==> src/rtl/lifo_stack_ctrl.sv <==
// Parametrised LIFO stack for the 8-queen solver backtracking path.
// Optional LIFO_PEEK_EN adds a random-access peek port for conflict checks.
module lifo_stack_ctrl #(
  parameter  int WIDTH = 6,
  parameter  int DEPTH = 8,
  localparam int CW    = $clog2(DEPTH+1),
  localparam int AW    = $clog2(DEPTH)
) (
  input  logic             clk,
  input  logic             reset,
  input  logic             push,
  input  logic             pop,
  input  logic             clear,
  input  logic [WIDTH-1:0] in_data,
`ifdef LIFO_PEEK_EN
  input  logic [AW-1:0]    peek_idx,
  output logic [WIDTH-1:0] peek_data,
  output logic             peek_valid,
`endif
  output logic [WIDTH-1:0] out_data,
  output logic             out_valid,
  output logic [WIDTH-1:0] top_data,
  output logic [CW-1:0]    count,
  output logic             full,
  output logic             empty,
  output logic             overflow,
  output logic             underflow
);

  logic [WIDTH-1:0] mem [DEPTH];
  logic [AW-1:0]    top_idx, wr_idx;
  logic             do_push, do_pop, do_repl, mem_we;
  logic [AW-1:0]    mem_wa;

  assign full    = (count == CW'(DEPTH));
  assign empty   = (count == '0);
  assign top_idx = AW'(count - CW'(1));
  assign wr_idx  = AW'(count);

  // 11 on an empty stack degrades to a plain push (DEPTH>=2, so never full)
  assign do_push = push && !full && (!pop || empty);
  assign do_pop  = pop && !push && !empty;
  assign do_repl = push && pop && !empty;

  assign mem_we  = !reset && !clear && (do_push || do_repl);
  assign mem_wa  = do_repl ? top_idx : wr_idx;

  assign top_data = empty ? '0 : mem[top_idx];

  always_ff @(posedge clk) begin
    if (mem_we) mem[mem_wa] <= in_data;
  end

  always_ff @(posedge clk) begin
    if (reset || clear) begin
      count     <= '0;
      out_data  <= '0;
      out_valid <= 1'b0;
      overflow  <= 1'b0;
      underflow <= 1'b0;
    end else begin
      out_valid <= do_pop || do_repl;
      if (do_pop || do_repl) out_data <= mem[top_idx];
      if (do_push)           count    <= count + CW'(1);
      else if (do_pop)       count    <= count - CW'(1);
      if (push && !pop && full) overflow  <= 1'b1;
      if (pop && empty)         underflow <= 1'b1;
    end
  end

`ifdef LIFO_PEEK_EN
  assign peek_valid = (CW'(peek_idx) < count);
  assign peek_data  = peek_valid ? mem[peek_idx] : '0;
`endif

endmodule

==> config.mk <==
export PLATFORM = sky130hd
export DESIGN_NAME = lifo_stack_ctrl
export DESIGN_NICKNAME = d
export VERILOG_FILES = /design/src/rtl/lifo_stack_ctrl.sv
export SDC_FILE = /design/constraint.sdc
export NUM_CORES = 1
export LEC_CHECK = 0
export ABC_CLOCK_PERIOD_IN_PS = 3700
export BUFFER_PORTS_ARGS = -buffer_cell sky130_fd_sc_hd__buf_4
export CORE_AREA = 2 2 75 77
export DETAILED_ROUTE_END_ITERATION = 8
export DIE_AREA = 0 0 77 79
export PLACE_DENSITY = 0.73
export SYNTH_ARGS = -nofsm -noshare
export SYNTH_HDL_FRONTEND = slang
export SYNTH_SLANG_ARGS = --single-unit
export TNS_END_PERCENT = 20
==> constraint.sdc <==
create_clock -name clk -period 3.7 [get_ports clk]
set_clock_uncertainty 0.1 [all_clocks]
set_input_delay 0.37 -clock clk [delete_from_list [all_inputs] [get_ports clk]]
set_output_delay 0.37 -clock clk [all_outputs]
set_load 0.005 [all_outputs]
* After elaboration in Yosys (flattened, before gate mapping)
Memory sizes are Yosys's and may differ from the RTL's.
Index checks and enable logic that the tools add are counted.
** Word-level totals
- Memories :: 1
- Bits in latches :: 0
- Memory bits (writable) :: 48
- Memory bits (read-only) :: 0
- Output and inout bits :: 21
- Input port bits :: 11
- Logic and storage cells :: 38
- Bits in registers :: 13
** Memory list
- mem :: depth 8, width 6, rd ports 1, clocked after Yosys merged registers in 0, wr ports 1, RTL line 30 : logic [WIDTH-1:0] mem [DEPTH];
** Operators by class
- Eq/ne operators :: 1
- Magnitude comparators :: 0
- Shift-type cells :: 0
- Divide/modulo/power cells :: 0
- Bitwise gates (word level) :: 0
- Multiply operators :: 0
- Add/subtract/negate cells :: 2
- Reduce and logical (&&, ||, !) cells :: 23
- Mux-type cells :: 6
** Operators with widths (count)
- $logic_and A1 B1 Y1 :: 11
- $mux W4 :: 2
- $logic_not A1 Y1 :: 6
- $mux W6 :: 1
- $add A4 B1 Y4 const B :: 1
- $eq A4 B4 Y1 const B :: 1
- $logic_not A4 Y1 :: 1
- $logic_or A1 B1 Y1 :: 4
- $sub A4 B1 Y4 const B :: 1
- $mux W3 :: 1
- $mux W1 :: 2
- $reduce_bool A2 Y1 :: 1

* Longest topological paths before layout
Gate-level depths: netlist of the first run.
- Depth after elaboration :: 8
- Gate-level depth with buffers :: 9

* Worst setup path after synthesis of the first run
No wires, ideal clock.
- Kind :: reg-to-reg
- From :: register count[0]
- To :: memory mem[3][0] (enable)
- Required time :: 3.223 ns
- Period minus slack after synthesis :: 2.670 ns
- Data arrival time :: 2.193 ns
- Slack :: 1.030 ns
- Stages on the path, launching flop included :: 9
- Cell sequence :: dfxtp_1 buf_2 inv_1 ha_1 buf_2 nor4bb_1 a211oi_1 o21a_1 nor3_1
** On the way
- Word-level cells in the longest chain between the ends :: 8
** RTL lines
- start: declaration :: RTL line 23 : output logic [CW-1:0] count,
- start signal: assignment :: RTL line 64 : if (do_push) count <= count + CW'(1);
- start signal: assignment :: RTL line 65 : else if (do_pop) count <= count - CW'(1);
- $eq A4 B4 Y1 :: RTL line 35 : assign full = (count == CW'(DEPTH));
- $logic_not A1 Y1 :: RTL line 41 : assign do_push = push && !full && (!pop || empty);
- $logic_and A1 B1 Y1 (2 in series) :: RTL line 41
- $logic_or A1 B1 Y1 :: RTL line 45 : assign mem_we = !reset && !clear && (do_push || do_repl);
- $logic_and A1 B1 Y1 :: RTL line 45
- $mux W1 :: RTL line 51 : if (mem_we) mem[mem_wa] <= in_data;
- $mux W1 (not written as such) :: RTL line 51
- end: declaration :: RTL line 30
Parallel ways exist; a longest one is shown, timed or not.

* Final worst setup path of the first run
- From :: register count[1]
- To :: output top_data[3]
** On the way
- Word-level cells in the longest chain between the ends :: 3
** RTL lines
- $sub A4 B1 Y4
- $mem_v2 Z8 W6
- $mux W6 (*) :: RTL line 48 : assign top_data = empty ? '0 : mem[top_idx];
- end: declaration :: RTL line 22 : output logic [WIDTH-1:0] top_data,
Every way passes the cells marked *; elsewhere a longest branch is shown, timed or not.

==> run metrics, run 1 <==
Max Cap Viol=0; share of async-settable or async-resettable flops after synthesis=0; H-tree lvl count=3; DRC Markers=0; Die Span Y=~79 um; number of warning messages in the yosys log=0; final weighted congestion in routability-driven placement=roughly 0.77; number of buffers inserted by post-CTS setup repair=0; length of the first detailed-routing pass in iterations=4; number of endpoints failing setup at the final stage=0; CTS tree=built; CP Max Fanout=11; area of the die=6080 um^2; power per unit of standard cell area=455 nW/um^2; number of hold violations in the final report=0; category of the most critical setup path=reg2out; Hold Crit Class=in2reg; count of flip-flops with a built-in enable after synthesis=48; arrival time at the worst endpoint=approximately 2.3 ns; library cell used as clock root buffer=sky130_fd_sc_hd__clkbuf_8; number of gates resized after cts=0; net count reported at finish=roughly 250; x dimension of the die=77 um; sort of element at the end of the critical path=primary output; wire length of the first global-routing pass=8470 um; post-cts hold buffer count=0; met3 Track Usage GR=0.0545; crit path launch type=flop; Worst-Skew Late Latency=approximately 0.34 ns; GRT busiest layer=met2; number of instances in the synthesized netlist=between 200 and 250; antenna cells=0; Max Freq=between 0.3 and 0.4 GHz; post-DR wirelength/cell=between 15 and 20 um; met2 Resource Use GR=0.281; commonest cells after routing, fill and taps aside=sky130_fd_sc_hd__edfxtp_1, sky130_fd_sc_hd__buf_4, sky130_fd_sc_hd__nand2_1; GRT Overall Usage=0.189; starting utilization of the core area=0.520; via/cell ratio=5.55; sequential share of the synthesized area=0.613; status=finished clean; synthesis-stage register bit count=approximately 60; final-report max-slew violation count=0; unrepaired setup endpoints after global routing=false; Detailed Place HPWL=around 3600 um; DRT iter0 DRCs=97; post-route non-filler standard cell count=around 320; final critical-path share of the clock period=0.743; sink count of the clock tree=61; number of global-route vias before repair=~1.7k; pin count of the biggest net entering global routing=22; clk buf depth=2; measured slew at the worst slew-check pin=0.561 ns; Detailed Route WL=~5000 um; synthesized netlist net count=218; Core Box Area=5340 um^2; layout-stage area growth over the synthesis result=17.8%; largest voltage drop on the vdd net=approximately 370 uV; time the worst path needs with I/O delays and setup=around 2.8 ns; most common cell after layout, fill and taps aside=sky130_fd_sc_hd__edfxtp_1; worst slew margin relative to its limit=0.625; GR Overflow Total=0; Mapped Area=2780 um^2; required time reported for the critical path endpoint=3.23 ns; final sum of negative setup slack=0 ns; cts bufs inserted=9; top_reg_cell synth=sky130_fd_sc_hd__edfxtp_1; count of port buffers added during placement=31; fraction of final layout cells with drive strength greater than 1=0.295; count of standard-cell rows=27; clock-pin transition on the worst setup and hold timing paths=roughly 0.080 ns; setup slack on the worst flop-to-flop path=around 0.99 ns; number of distinct standard cells referenced by the synthesized netlist=47; standby leakage power=between 1 and 1.5 nW; io pins=32; mean instance size in the synthesized netlist=approximately 14 um^2; met1 track demand over resource=0.258; antenna violations before repair=0; Antenna Nets Post-Route=0; via total after detailed routing=between 1.5k and 2k; count of placed standard cells including taps=300
==> Yosys cell counts, drive strengths merged (2+ instances only) <==
library cell  instances  share of area
edfxtp               48           0.52
nand2                26          0.035
o21ai                17          0.031
dfxtp                13          0.094
buf                  12          0.024
mux4                 12          0.097
nor2                  9          0.012
nor2b                 9          0.020
a21oi                 8          0.017
a22oi                 6          0.016
nor3                  4         0.0090
inv                   3         0.0041
mux2i                 3          0.020
a31oi                 2         0.0045
and2                  2         0.0045
and3b                 2         0.0063
and4                  2         0.0063
ha                    2         0.0090
nand2b                2         0.0045
nand4                 2         0.0045
o211a                 2         0.0072
==> power breakdown <==
group / switching (mW) / internal, mW
Combinational: 0.0758 / 0.0623
Clock: 0.280 / 0.320
Sequential: 0.00504 / 0.746
==> registers in the layout, summed over array words and instances (netlist names) <==
signal and flops:
mem 48, out_data 6, count 4, out_valid 1, overflow 1, underflow 1
==> metrics by stage <==
| stage | instance area (um^2) | power (mW) | setup slack (ns) | util | hold WS, ns |
|---|---|---|---|---|---|
| after floorplan | 2780 | 0.855 | 1.03 | - | 0.360 |
| after global placement | 3060 | 0.903 | 1.02 | 0.574 | 0.362 |
| after detailed placement | 3060 | 0.905 | 0.973 | 0.574 | 0.360 |
| after CTS | 3270 | 1.50 | 0.948 | 0.613 | 0.148 |
| after global routing | 3270 | 1.55 | 0.787 | 0.613 | 0.152 |
| final | 3270 | 1.49 | 0.949 | 0.613 | 0.159 |
==> routing by layer <==
layer,part of all wire,wire length [um],vias to the layer above
met4,0.018,90,0
met3,0.061,311,11
met5,0,0,-
met1,0.45,2300,852
met2,0.47,2400,46
li1,-,-,846
==> cells by family after synthesis <==
kind of cell,after synthesis,synth area share
AO/OA/AOI/OAI,45,0.106
AND/OR/NAND/NOR,64,0.120
adder cells (fa/ha/maj),2,0.00902
buffers and inverters,17,0.0316
multiplexers,15,0.117
flip-flops,61,0.613
XOR/XNOR,1,0.00316
==> area by class of cell <==
cell class / instances / area (um^2)
fill: 442 / 2070
sequential: 61 / 1700
multi-input combinational: 127 / 986
timing repair buffer: 36 / 270
clock buffer: 9 / 124
tap: 72 / 90.1
clock inverter: 7 / 81.3
inverter: 4 / 16.3
==> path summary, 6_finish.rpt <==
check	from	endpoint	cells past startpoint
worst max-delay path	count[1]$_SDFFE_PP0P_	top_data[3]	7
worst min-delay path	in_data[3]	mem[2][3]$_DFFE_PP_	1
worst max register to register	count[1]$_SDFFE_PP0P_	mem[2][2]$_DFFE_PP_	7
worst min register to register	out_data[3]$_SDFFE_PP0P_	out_data[3]$_SDFFE_PP0P_	2
==> critical path, stage by stage (launching register included) <==
cell and delay [ns]:
sky130_fd_sc_hd__dfxtp_1 0.45, sky130_fd_sc_hd__inv_1 0.09, sky130_fd_sc_hd__ha_1 0.47, sky130_fd_sc_hd__buf_4 0.25, sky130_fd_sc_hd__mux4_2 0.35, sky130_fd_sc_hd__o21ai_0 0.10
sky130_fd_sc_hd__nand2_1 0.08, sky130_fd_sc_hd__buf_4 0.14
No activity file was read; power rests on OpenSTA's default activity.
==> run 2, diff against run 1 <==
- ABC_CLOCK_PERIOD_IN_PS: 3700 -> 2700
- clock period: 3.7 -> 2.7 ns (I/O delays scaled with it)
==> run 2 against run 1 <==
Cell area grew 1.6%. Sequential cell count is the same. Register-to-register slack lost 0.83 ns.
==> run metrics, run 2 (synthesis results as in run 1) <==
standby leakage power=1.25 nW (+3.4%); sort of element at the end of the critical path=flop; worst slew margin relative to its limit=0.621 (-0.00387); GRT Overall Usage=0.198 (+0.00895); Worst-Skew Late Latency=0.33 ns (about the same); x dimension of the die=77 um (unchanged); Antenna Nets Post-Route=0 (unchanged); post-cts hold buffer count=0 (unchanged); via/cell ratio=5.55 (about the same); area of the die=6080 um^2 (unchanged); final-report max-slew violation count=0 (unchanged); arrival time at the worst endpoint=2.42 ns (+0.14 ns); number of global-route vias before repair=1770 (+5.4%); clock-pin transition on the worst setup and hold timing paths=0.07 ns (about the same); timing startpoint of the critical path=count[0]$_SDFFE_PP0P_; cts bufs inserted=9 (unchanged); wire length of the first global-routing pass=8990 um (+6.1%); commonest cells after routing, fill and taps aside=sky130_fd_sc_hd__edfxtp_1, sky130_fd_sc_hd__buf_4, sky130_fd_sc_hd__nand2_1; via total after detailed routing=1799 (+2.5%); time the worst path needs with I/O delays and setup=between 2 and 3 ns; final weighted congestion in routability-driven placement=0.803 (+4.3%); Core Box Area=5340 um^2 (unchanged); critical path cell sequence=inv_1 -> ha_1 -> or3b_4 -> clkinv_2 -> a211oi_1 -> o21a_1 -> nor3_2; antenna cells=0 (unchanged); number of hold violations in the final report=0 (unchanged); count of port buffers added during placement=31 (unchanged); number of buffers inserted by post-CTS setup repair=0 (unchanged); DRC Markers=0 (unchanged); most common cell after layout, fill and taps aside=sky130_fd_sc_hd__edfxtp_1; DRT iter0 DRCs=159 (+64%); required time reported for the critical path endpoint=2.57 ns (-0.66 ns); cell area after layout=3320 um^2 (+1.6%); Max Freq=around 0.39 GHz; measured slew at the worst slew-check pin=0.566 ns (+0.00448 ns); fraction of final layout cells with drive strength greater than 1=0.317 (+0.0224); antenna violations before repair=0 (unchanged); starting utilization of the core area=0.520 (unchanged); CTS tree=built; H-tree lvl count=3 (unchanged); final critical-path share of the clock period=0.942; number of gates resized after cts=0 (unchanged); Detailed Place HPWL=3830 um (+5.5%); reg-to-reg critical path startpoint=count[0]$_SDFFE_PP0P_; overall power=2.02 mW (+36%); io pins=32 (unchanged); Detailed Route WL=5460 um (+7.1%); startpoint of the lowest-slack hold path=in_data[4]; crit path launch type=flop; largest registers ranked by flip-flop count=mem (48), out_data (6), count (4); CP Max Fanout=11 (unchanged); count of standard-cell rows=27 (unchanged); pin count of the biggest net entering global routing=22 (unchanged); post-DR wirelength/cell=16.9 um (+4.4%); Max Cap Viol=0 (unchanged); power per unit of standard cell area=610 nW/um^2 (+34%); sink count of the clock tree=61 (unchanged); Die Span Y=79 um (unchanged); status=finished clean; max reg flops=48 (unchanged); category of the most critical setup path=reg2reg; number of endpoints failing setup at the final stage=0 (unchanged); final-layout worst hold slack=0.0752 ns (-0.0841 ns); largest voltage drop on the vdd net=577 uV (+56%); layout-stage area growth over the synthesis result=19.7%; Slowest cell on crit path=sky130_fd_sc_hd__or3b_4; GR Overflow Total=0 (unchanged); library cell used as clock root buffer=sky130_fd_sc_hd__clkbuf_8; Largest Register=mem; Cell Area, Placed=3120 um^2 (+2.0%); Hold Crit Class=in2reg; final sum of negative setup slack=0 ns (unchanged); length of the first detailed-routing pass in iterations=4 (unchanged); unrepaired setup endpoints after global routing=false; net count reported at finish=260 (+3.2%); largest incremental delay on the critical path=0.47 ns (about the same); clk buf depth=2 (unchanged)
## run 2: cell count changes in the layout (fill, tap and decap cells not counted), sizes merged
cell / before / now
inv: 6 / 5
clkinv: 3 / 4
buf: 36 / 44
## run 2: path summary, 6_finish.rpt
| check | to | slack (ns) | cells past startpoint |
|---|---|---|---|
| max | mem[2][5]$_DFFE_PP_ | 0.16 | 7 |
| min | mem[3][4]$_DFFE_PP_ | 0.08 | 1 |
| max reg2reg | mem[2][5]$_DFFE_PP_ | 0.16 | 7 |
| min reg2reg | out_data[5]$_SDFFE_PP0P_ | 0.39 | 2 |
## run 2: layout make-up
class	count	area (um^2)
Multi-Input combinational cell	127	986
Clock inverter	7	73.8
Inverter	4	16.3
Timing Repair Buffer	44	330
Sequential cell	61	1700
Tap cell	72	90.1
Clock buffer	9	124
Fill cell	424	2020
## run 2: through the flow
step           instances  setup slack [ns]  utilization
6_report             324             0.157        0.622
5_1_grt              324            0.0208        0.622
4_1_cts              324             0.164        0.622
3_5_place_dp         308             0.170        0.585
3_3_place_gp         308             0.249        0.585
2_1_floorplan        205            0.0298            -
## run 2: critical path, delay by kind of cell (launching register included)
family	cells	cell delay, ns
AO/OA/AOI/OAI	2	0.28
AND/OR/NAND/NOR	2	0.89
flip-flops	1	0.31
adder cells (fa/ha/maj)	1	0.38
buffers and inverters	2	0.22
## run 2: metal layers
metal | vias to the layer above | global-route usage | routed length [um]
li1 | 864 | - | -
met1 | 873 | 0.271 | 2500
met4 | 0 | 0.0679 | 23
met5 | - | 0 | 0
met2 | 60 | 0.301 | 2610
met3 | 2 | 0.0636 | 334
## run 2: power breakdown
part           total (mW)  leakage, nW  internal, mW  switching [mW]
Sequential           1.03        0.538          1.02         0.00569
Combinational       0.197        0.608        0.0908           0.107
Clock               0.799        0.100         0.430           0.369
Total                2.02         1.25          1.54           0.481
